===== config.mk =====
export PLATFORM = sky130hd
export DESIGN_NAME = bp_pattern_table
export DESIGN_NICKNAME = d
export VERILOG_FILES = /design/src/rtl/bp_pkg.sv /design/src/rtl/bp_pattern_table_ctr_ram.sv /design/src/rtl/bp_pattern_table.sv
export SDC_FILE = /design/constraint.sdc
export NUM_CORES = 1
export LEC_CHECK = 0
export BUFFER_PORTS_ARGS = -buffer_cell sky130_fd_sc_hd__buf_2
export CORE_ASPECT_RATIO = 1.75
export CORE_MARGIN = 4
export CORE_UTILIZATION = 40
export CTS_CLUSTER_SIZE = 12
export DETAILED_ROUTE_END_ITERATION = 10
export GPL_ROUTABILITY_DRIVEN = 0
export PLACE_DENSITY = 0.56
export RECOVER_POWER = 25
export SYNTH_ARGS = -nofsm -noshare
export SYNTH_HDL_FRONTEND = slang
export SYNTH_SLANG_ARGS = --single-unit

===== constraint.sdc =====
create_clock -name clk -period 7.3 [get_ports clk]
set_clock_uncertainty 0.2 [all_clocks]
set_input_delay 0.365 -clock clk [delete_from_list [all_inputs] [get_ports clk]]
set_output_delay 0.365 -clock clk [all_outputs]
set_load 0.01 [all_outputs]

===== src/rtl/bp_pkg.sv =====
// rtl/bp_pkg.sv - shared types and saturating-counter helpers for the pattern table
package bp_pkg;

    localparam int CTR_WIDTH_MAX = 4;

    typedef enum logic {
        INIT = 1'b0,
        RUN  = 1'b1
    } bp_state_t;

    // Weakly-not-taken value: MSB clear, all lower bits set.
    function automatic int unsigned weak_nt(input int unsigned width);
        return (32'd1 << (width - 1)) - 32'd1;
    endfunction

    // Strongly-taken value: all bits set.
    function automatic int unsigned ctr_max(input int unsigned width);
        return (32'd1 << width) - 32'd1;
    endfunction

    // One saturating step; bounds are checked before the add/subtract so nothing wraps.
    function automatic logic [CTR_WIDTH_MAX-1:0] ctr_next(
        input logic [CTR_WIDTH_MAX-1:0] ctr,
        input logic                     taken,
        input int unsigned              width
    );
        logic [CTR_WIDTH_MAX-1:0] max_v;
        max_v = CTR_WIDTH_MAX'(ctr_max(width));
        if (taken) begin
            return (ctr >= max_v) ? max_v : ctr + 4'd1;
        end
        return (ctr == 4'd0) ? 4'd0 : ctr - 4'd1;
    endfunction

endpackage


===== src/rtl/bp_pattern_table_ctr_ram.sv =====
// rtl/bp_pattern_table_ctr_ram.sv - counter array, two async read ports, one sync write port
module bp_ctr_ram #(
    parameter int CTR_WIDTH  = 2,
    parameter int INDEX_BITS = 6
) (
    input  logic                  clk,
    input  logic [INDEX_BITS-1:0] rd_a_index,
    output logic [CTR_WIDTH-1:0]  rd_a_data,
    input  logic [INDEX_BITS-1:0] rd_b_index,
    output logic [CTR_WIDTH-1:0]  rd_b_data,
    input  logic                  wr_en,
    input  logic [INDEX_BITS-1:0] wr_index,
    input  logic [CTR_WIDTH-1:0]  wr_data
);

    localparam int DEPTH = 1 << INDEX_BITS;

    logic [CTR_WIDTH-1:0] mem [DEPTH];

    // Single write port; the table has no reset, the init walk fills it.
    always_ff @(posedge clk) begin
        if (wr_en) begin
            mem[wr_index] <= wr_data;
        end
    end

    // Port A feeds prediction, port B feeds the update read-modify-write.
    assign rd_a_data = mem[rd_a_index];
    assign rd_b_data = mem[rd_b_index];

endmodule


===== src/rtl/bp_pattern_table.sv =====
// rtl/bp_pattern_table.sv - bimodal/gshare branch direction predictor with init walk
module bp_pattern_table
    import bp_pkg::*;
#(
    parameter int CTR_WIDTH  = 2,
    parameter int INDEX_BITS = 6,
    parameter int HIST_BITS  = 4,
    parameter int PC_BITS    = 16,
    parameter int PC_LSB     = 0,
    parameter int MODE       = 1
) (
    input  logic                  clk,
    input  logic                  rst,
    input  logic [PC_BITS-1:0]    pred_pc,
    output logic                  pred_taken,
    output logic [INDEX_BITS-1:0] pred_index,
    output logic                  ready,
    input  logic                  upd_valid,
    input  logic [INDEX_BITS-1:0] upd_index,
    input  logic                  upd_taken,
    output logic [HIST_BITS-1:0]  ghr
);

    localparam logic [CTR_WIDTH-1:0] WEAK_NT = CTR_WIDTH'(weak_nt(CTR_WIDTH));

    bp_state_t             state, state_d;
    logic [INDEX_BITS-1:0] init_ptr, init_ptr_d;
    logic [HIST_BITS-1:0]  ghr_d;
    logic                  ready_d;

    logic [CTR_WIDTH-1:0]  pred_ctr;
    logic [CTR_WIDTH-1:0]  upd_ctr;
    logic [CTR_WIDTH-1:0]  upd_next;
    logic                  wr_en;
    logic [INDEX_BITS-1:0] wr_index;
    logic [CTR_WIDTH-1:0]  wr_data;
    logic                  unused_bits;

    // Index hash: PC slice, optionally folded with history aligned to the LSBs.
    always_comb begin
        pred_index = pred_pc[PC_LSB +: INDEX_BITS];
        if (MODE == 1) begin
            pred_index = pred_index ^ INDEX_BITS'(ghr);
        end
    end

    assign upd_next    = CTR_WIDTH'(ctr_next(CTR_WIDTH_MAX'(upd_ctr), upd_taken, CTR_WIDTH));
    assign pred_taken  = (state == RUN) && pred_ctr[CTR_WIDTH-1];
    assign unused_bits = ^{pred_pc, pred_ctr};

    bp_ctr_ram #(
        .CTR_WIDTH  (CTR_WIDTH),
        .INDEX_BITS (INDEX_BITS)
    ) u_ram (
        .clk        (clk),
        .rd_a_index (pred_index),
        .rd_a_data  (pred_ctr),
        .rd_b_index (upd_index),
        .rd_b_data  (upd_ctr),
        .wr_en      (wr_en && !rst),
        .wr_index   (wr_index),
        .wr_data    (wr_data)
    );

    // State register; reset restarts the walk from entry 0 and clears history.
    always_ff @(posedge clk) begin
        if (rst) begin
            state    <= INIT;
            init_ptr <= '0;
            ghr      <= '0;
            ready    <= 1'b0;
        end else begin
            state    <= state_d;
            init_ptr <= init_ptr_d;
            ghr      <= ghr_d;
            ready    <= ready_d;
        end
    end

    // Next state and write-port mux: walk writes in INIT, resolved branches in RUN.
    always_comb begin
        state_d    = state;
        init_ptr_d = init_ptr;
        ghr_d      = ghr;
        ready_d    = ready;
        wr_en      = 1'b0;
        wr_index   = init_ptr;
        wr_data    = WEAK_NT;
        case (state)
            INIT: begin
                wr_en      = 1'b1;
                init_ptr_d = init_ptr + 1'b1;
                if (init_ptr == '1) begin
                    state_d = RUN;
                    ready_d = 1'b1;
                end
            end
            RUN: begin
                if (upd_valid) begin
                    wr_en    = 1'b1;
                    wr_index = upd_index;
                    wr_data  = upd_next;
                    ghr_d    = (ghr << 1) | HIST_BITS'(upd_taken);
                end
            end
            default: state_d = INIT;
        endcase
    end

endmodule


==> results of run 1 <==
logic make-up (layout without fill, tap and decap cells):
| group | after synthesis | count (layout) | synth area share |
|---|---|---|---|
| adder cells (fa/ha/maj) | 1 | 1 | 0.00189 |
| buffers and inverters | 29 | 70 | 0.0291 |
| flip-flops | 140 | 140 | 0.617 |
| XOR/XNOR | 8 | 8 | 0.0117 |
| AO/OA/AOI/OAI | 56 | 56 | 0.0548 |
| AND/OR/NAND/NOR | 160 | 160 | 0.105 |
| multiplexers | 53 | 53 | 0.180 |
layout make-up:
class / count / share of cell area
Multi-Input combinational cell: 278 / 0.315
Timing Repair Buffer: 32 / 0.0201
Tap cell: 224 / 0.0375
Sequential cell: 140 / 0.546
Clock buffer: 18 / 0.0574
Inverter: 6 / 0.00301
Clock inverter: 14 / 0.0203
synth_stat cells (all sizes together), types with 4 or more instances:
master	n	area share
a22oi	12	0.014
o22ai	4	0.0038
o21ai	8	0.0061
mux4	49	0.17
xor2	4	0.0064
nand2	41	0.023
nor2	82	0.047
xnor2	4	0.0053
edfxtp	128	0.58
buf	17	0.022
nand3	9	0.0068
dfxtp	12	0.036
clkbuf	6	0.0034
nand2b	6	0.0057
mux2i	4	0.0061
a31oi	4	0.0038
nor2b	6	0.0057
inv	6	0.0034
a21oi	15	0.011
cells in the final DEF, fill, tap and decap left out, types with 6 or more instances in the layout:
master,instances
dfxtp_1,12
clkbuf_1,13
nand2b_1,6
inv_1,6
a21oi_1,15
buf_2,18
mux4_2,36
nor2_1,82
a22oi_1,12
nor2b_1,6
nand3_1,9
mux4_1,13
o21ai_0,7
inv_6,6
edfxtp_1,128
clkbuf_16,17
nand2_1,41
sequential cells by signal (all words and copies together) (netlist names):
register   cells
ghr            4
init_ptr       6
ready          1
state          1
u_ram.mem    128
worst min-delay path: stages:
cell     delay, ps
buf_2          110
nand2_1         70
a21oi_1         60
where the power goes:
part | switching, mW | internal (mW) | leakage, nW
registers | 0.00297 | 0.865 | 1.43
logic | 0.0597 | 0.0390 | 0.849
clock network | 0.359 | 0.482 | 0.272
total | 0.422 | 1.39 | 2.55
stage by stage:
step,total power [mW],instances
2_1_floorplan,0.956,447
3_5_place_dp,0.985,680
3_3_place_gp,0.984,680
4_1_cts,1.82,712
5_1_grt,1.87,712
6_report,1.81,712
layer usage:
| metal | part of all wire | wire length, µm | global-route usage | up-vias |
|---|---|---|---|---|
| li1 | - | - | - | 1804 |
| met1 | 0.37 | 5960 | 0.202 | 2017 |
| met2 | 0.53 | 8560 | 0.320 | 132 |
| met3 | 0.048 | 768 | 0.0344 | 24 |
| met4 | 0.046 | 730 | 0.101 | 0 |
| met5 | 0 | 0 | 0 | - |
path summary, 6_finish.rpt:
check / from / to / slack (ps)
max: ghr[0] / pred_taken / 3180
min: upd_taken / ghr[0] / 50
max reg2reg: state / u_ram.mem[46][1] / 3830
min reg2reg: ready / ready / 290
==> summary.txt, run 1 <==
Setup path
  • Worst EP arrival: 3560 ps
  • Critical path launch point type: flop
  • Setup CP Type: flop to output port
  • Cell family with most CP delay: buffers and inverters
  • Worst path cell trace: xor2_2 > clkbuf_1 > mux4_2 > a22oi_1 > a21oi_1 > o21ai_0 > a21boi_1 > buf_2
  • WP depth: 8
  • Setup crit end kind: output port
  • Critical Path RT: 6730 ps
  • Reg2reg path depth: 6
  • Worst path max stage delay: 1160 ps
  • Crit path max fanout: 17
  • Crit path buf inv count: 2
  • Worst path slowest cell: clkbuf_1

Route
  • First drt pass iteration count: 4
  • DRC: 0
  • Via density: 5.59
  • Drt wl/cell: 22.5 µm
  • Post-DRT Antenna Nets: 0
  • Starting DRT DRC Count: 336
  • Via count: 3977
  • Final WL: 16000 µm

Run status
  • Status: complete, but fails checks
  • Failing checks: capacitance limit, slew limit

Timing
  • Setup TNS: 0 ps
  • Fin Hold WS: 50.8 ps
  • RSZ-0062 raised after global routing: false
  • Rel. slew slack: -0.0681
  • Final setup margin: 3180 ps
  • Final setup viols: 0
  • Final hold vios: 0
  • Period minus WS final: 4120 ps
  • Slew Viols, Final: 18
  • Worst slew pin tran: 1600 ps
  • Fmax: 243 MHz
  • Final worst-path cycle share: 0.565

Clock tree
  • CTS tree: built
  • Worst skew pair latency: 420 ps
  • TritonCTS Buffers: 17
  • Max clock buf depth: 2
  • Root buffer cell: clkbuf_16
  • CTS H-tree depth: 4
  • Worst-path clk slew: 60 ps
  • CTS Hold Bufs: 0
  • Post-CTS Setup Bufs: 0
  • Cts repair resizes: 0
  • Sinks on Clock Net: 140

Logic synthesis
  • Mean Syn Cell Area: 14.8 µm²
  • Post-synthesis sequential area ratio: 0.617
  • Post-synth EDFFs: 128
  • Cell area after technology mapping: 6620 µm²
  • Number of synthesis warnings: 0
  • Fraction of registers with async set/reset: 0
  • Synth cell types: 44
  • Dominant synthesized flop cell: edfxtp_1
  • Syn Nets: 474
  • Mapped Cells: 447
  • #FFs+latches synth: 140

Floorplan
  • Std cell rows: 62
  • Die height: 178 µm
  • CORE AREA: 16400 µm²
  • I/O pin count: 38
  • Die area: 18700 µm²
  • Die width: 105 µm
  • Initial core utilization: 0.404

Flow run
  • Max-cap violation count: 1

Power
  • Leakage: 2.55 nW
  • Peak supply drop: 0.000135 V
  • P per Cell Area: 242 nW/µm²

Final layout
  • Final nets: 502
  • Area occupied by multi-input gates: 2360 µm²
  • Register Area: 4080 µm²
  • Final non-filler cell area: 7480 µm²
  • Area grow syn2layout: 13.0%
  • Number of fill cells in the layout: 1431
  • Diode count: 0
  • Layout cell share with drive strength beyond 1: 0.193
  • Util after Layout: 0.457

GRT
  • Total Routing Usage GR: 0.180
  • Initial antenna violation count: 0
  • First-pass GRT wire length: 24500 µm
  • Vias in the first global route: 4150
  • Grt ovf: 0
  • Pin count of the biggest net entering global routing: 65

Placement
  • Final HPWL DP: 11100 µm
  • I/O Buffers: 27
  • Placed cell areas: 6920 µm²
  • Pre-CTS setup slack: 2830 ps

Hold path
  • WHS Path Cells: 3
  • Worst min path class: input pin to flop
Power figures use the tool's default switching activity.
==> run 2, diff against run 1 <==
Settings changed: PLACE_DENSITY 0.56 to 0.58.
Clock period 7.3 ns to 3.7 ns, I/O delays scaled along.
==> run 2 against run 1 <==
- the run now ends clean
- clock power up 89%
- total power rose by 94%
- combinational power grew 100%
- via count is 2.1% higher
- register-to-register slack got worse by 3200 ps
- critical endpoint is now u_ram.mem[37][0]
==> summary.txt, run 2 (synthesis results as in run 1) <==
Power
  • P per Cell Area: 463 nW/µm² (+92%)
  • Peak supply drop: 0.000264 V (+96%)
  • Leakage: 2.59 nW (+1.6%)

Run status
  • Status: finished, final reports clean

Clock tree
  • Sinks on Clock Net: 140 (unchanged)
  • Root buffer cell: clkbuf_16
  • Worst-path clk slew: 60 ps (about the same)
  • CTS tree: built
  • Worst skew pair latency: 420 ps (about the same)
  • Max clock buf depth: 2 (unchanged)
  • Post-CTS Setup Bufs: 0 (unchanged)
  • CTS H-tree depth: 4 (unchanged)
  • TritonCTS Buffers: 17 (unchanged)

Floorplan
  • Die height: 178 µm (unchanged)
  • Die area: 18700 µm² (unchanged)
  • CORE AREA: 16400 µm² (unchanged)
  • I/O pin count: 38 (unchanged)
  • Initial core utilization: 0.404 (unchanged)
  • Std cell rows: 62 (unchanged)
  • Die width: 105 µm (unchanged)

Placement
  • Placed cell areas: 6990 µm² (+0.98%)
  • Final HPWL DP: 11300 µm (+1.7%)
  • Inst Count DP: 684 (+0.59%)
  • I/O Buffers: 27 (unchanged)
  • Pre-CTS setup slack: 330 ps (-2500 ps)

Setup path
  • Worst EP arrival: 3010 ps (-550 ps)
  • Worst path cell trace: and2_0 > nand2_1 > a21oi_1 > nand2_1 > nor2_1
  • Worst path max stage delay: 840 ps (-320 ps)
  • Critical path launch point type: flop
  • Crit path max fanout: 18 (+1)
  • Reg2reg path depth: 5 (-1)
  • Setup crit end kind: flop
  • Cell mode on critical path: nand2_1
  • Worst path slowest cell: and2_0
  • Setup CP Type: flop to flop
  • Critical Path RT: 3600 ps (-3130 ps)

Route
  • Post-DRT Antenna Nets: 0 (unchanged)
  • DRC: 0 (unchanged)
  • Final WL: 16100 µm (+0.73%)
  • Via count: 4059 (+2.1%)
  • Drt wl/cell: 22.4 µm (-0.25%)
  • First drt pass iteration count: 5 (+1)
  • Starting DRT DRC Count: 354 (+5.4%)
  • Via density: 5.65 (+1.1%)

Timing
  • Worst slew pin tran: 982 ps (-620 ps)
  • Final hold vios: 0 (unchanged)
  • Fin Hold WS: 272 ps (+221 ps)
  • Slew Viols, Final: 0 (-18)
  • Period minus WS final: 3110 ps
  • Final worst-path cycle share: 0.840
  • Fmax: 322 MHz
  • Rel. slew slack: 0.345 (+0.413)
  • RSZ-0062 raised after global routing: false
  • Final setup viols: 0 (unchanged)
  • Final setup margin: 591 ps (-2590 ps)
  • Setup TNS: 0 ps (unchanged)

Final layout
  • Diode count: 0 (unchanged)
  • Most common cell after layout, fill and taps aside: edfxtp_1
  • Max reg flops: 128 (unchanged)
  • Finished Layout Cells: 719 (+0.98%)
  • Area grow syn2layout: 14.2%
  • Regs by FF count: u_ram.mem: 128 flops, init_ptr: 6 flops, ghr: 4 flops
  • Final non-filler cell area: 7550 µm² (+1.0%)
  • Final nets: 509 (+1.4%)
  • Layout cell share with drive strength beyond 1: 0.198 (+0.00536)
  • Most flop-heavy register: u_ram.mem
  • Most frequent cells in the layout: 128 x edfxtp_1, 82 x nor2_1, 41 x nand2_1, 36 x mux4_2, 18 x buf_2

Flow run
  • Max-cap violation count: 0 (-1)

GRT
  • Initial antenna violation count: 0 (unchanged)
  • Vias in the first global route: 4129 (-0.51%)
  • Grt ovf: 0 (unchanged)
  • Total Routing Usage GR: 0.179 (-0.00109)
  • Pin count of the biggest net entering global routing: 65 (unchanged)
  • First-pass GRT wire length: 24500 µm (-0.11%)

Hold path
  • WHS Path Cells: 2 (-1)
  • Worst min path class: flop to flop
run 2: cell types whose count changed in the layout (fill, tap and decap cells not counted):
cell / before / now
inv_8: 2 / 0
dlygate4sd3_1: 0 / 3
buf_12: 0 / 3
clkinv_8: 1 / 0
clkinv_4: 0 / 2
clkbuf_1: 13 / 11
clkinv_1: 0 / 2
inv_6: 6 / 3
clkinv_2: 0 / 1
and2_0: 0 / 1
and2_1: 1 / 0
buf_4: 2 / 6
run 2: layout make-up:
cell class                      count  area, µm²
Fill cell                        1431       8810
Sequential cell                   140       4080
Multi-Input combinational cell    278       2360
Clock buffer                       19        433
Tap cell                          224        280
Timing Repair Buffer               39        259
Clock inverter                     13        116
Inverter                            6       22.5
run 2: routing by layer:
metal / share of wire / track usage / vias to the layer above
met1: 0.38 / 0.209 / 2076
met3: 0.045 / 0.0297 / 26
li1: - / - / 1812
met4: 0.020 / 0.0722 / 0
met2: 0.55 / 0.327 / 145
met5: 0 / 0 / -
run 2: stage by stage:
| stage | power [mW] | util |
|---|---|---|
| 2_1_floorplan | 1.89 | - |
| 3_3_place_gp | 1.95 | 0.427 |
| 3_5_place_dp | 1.95 | 0.427 |
| 4_1_cts | 3.52 | 0.462 |
| 5_1_grt | 3.61 | 0.461 |
| 6_report | 3.50 | 0.461 |
run 2: path summary, 6_finish.rpt:
kind | startpoint | endpoint | slack, ps
worst max-delay path | state | u_ram.mem[37][0] | 590
worst min-delay path | ready | ready | 270
worst max register to register | state | u_ram.mem[37][0] | 590
worst min register to register | ready | ready | 270
run 2: critical path: cells and delay by family (launching register included):
| family | cells | cell delay [ps] |
|---|---|---|
| AND/OR/NAND/NOR | 4 | 1680 |
| flip-flops | 1 | 560 |
| AO/OA/AOI/OAI | 1 | 340 |
run 2: where the power goes:
group	switching (mW)	total (mW)	internal, mW
Sequential	0.00559	1.71	1.71
Combinational	0.118	0.201	0.0828
Clock	0.662	1.59	0.925
run 2: timing repair:
item | 4_1_cts | 5_1_grt
endpoints found under the hold margin | 12 | 0
setup endpoints to repair | 0 | 0
gates resized for setup | 0 | 0
hold buffers | 3 | 0
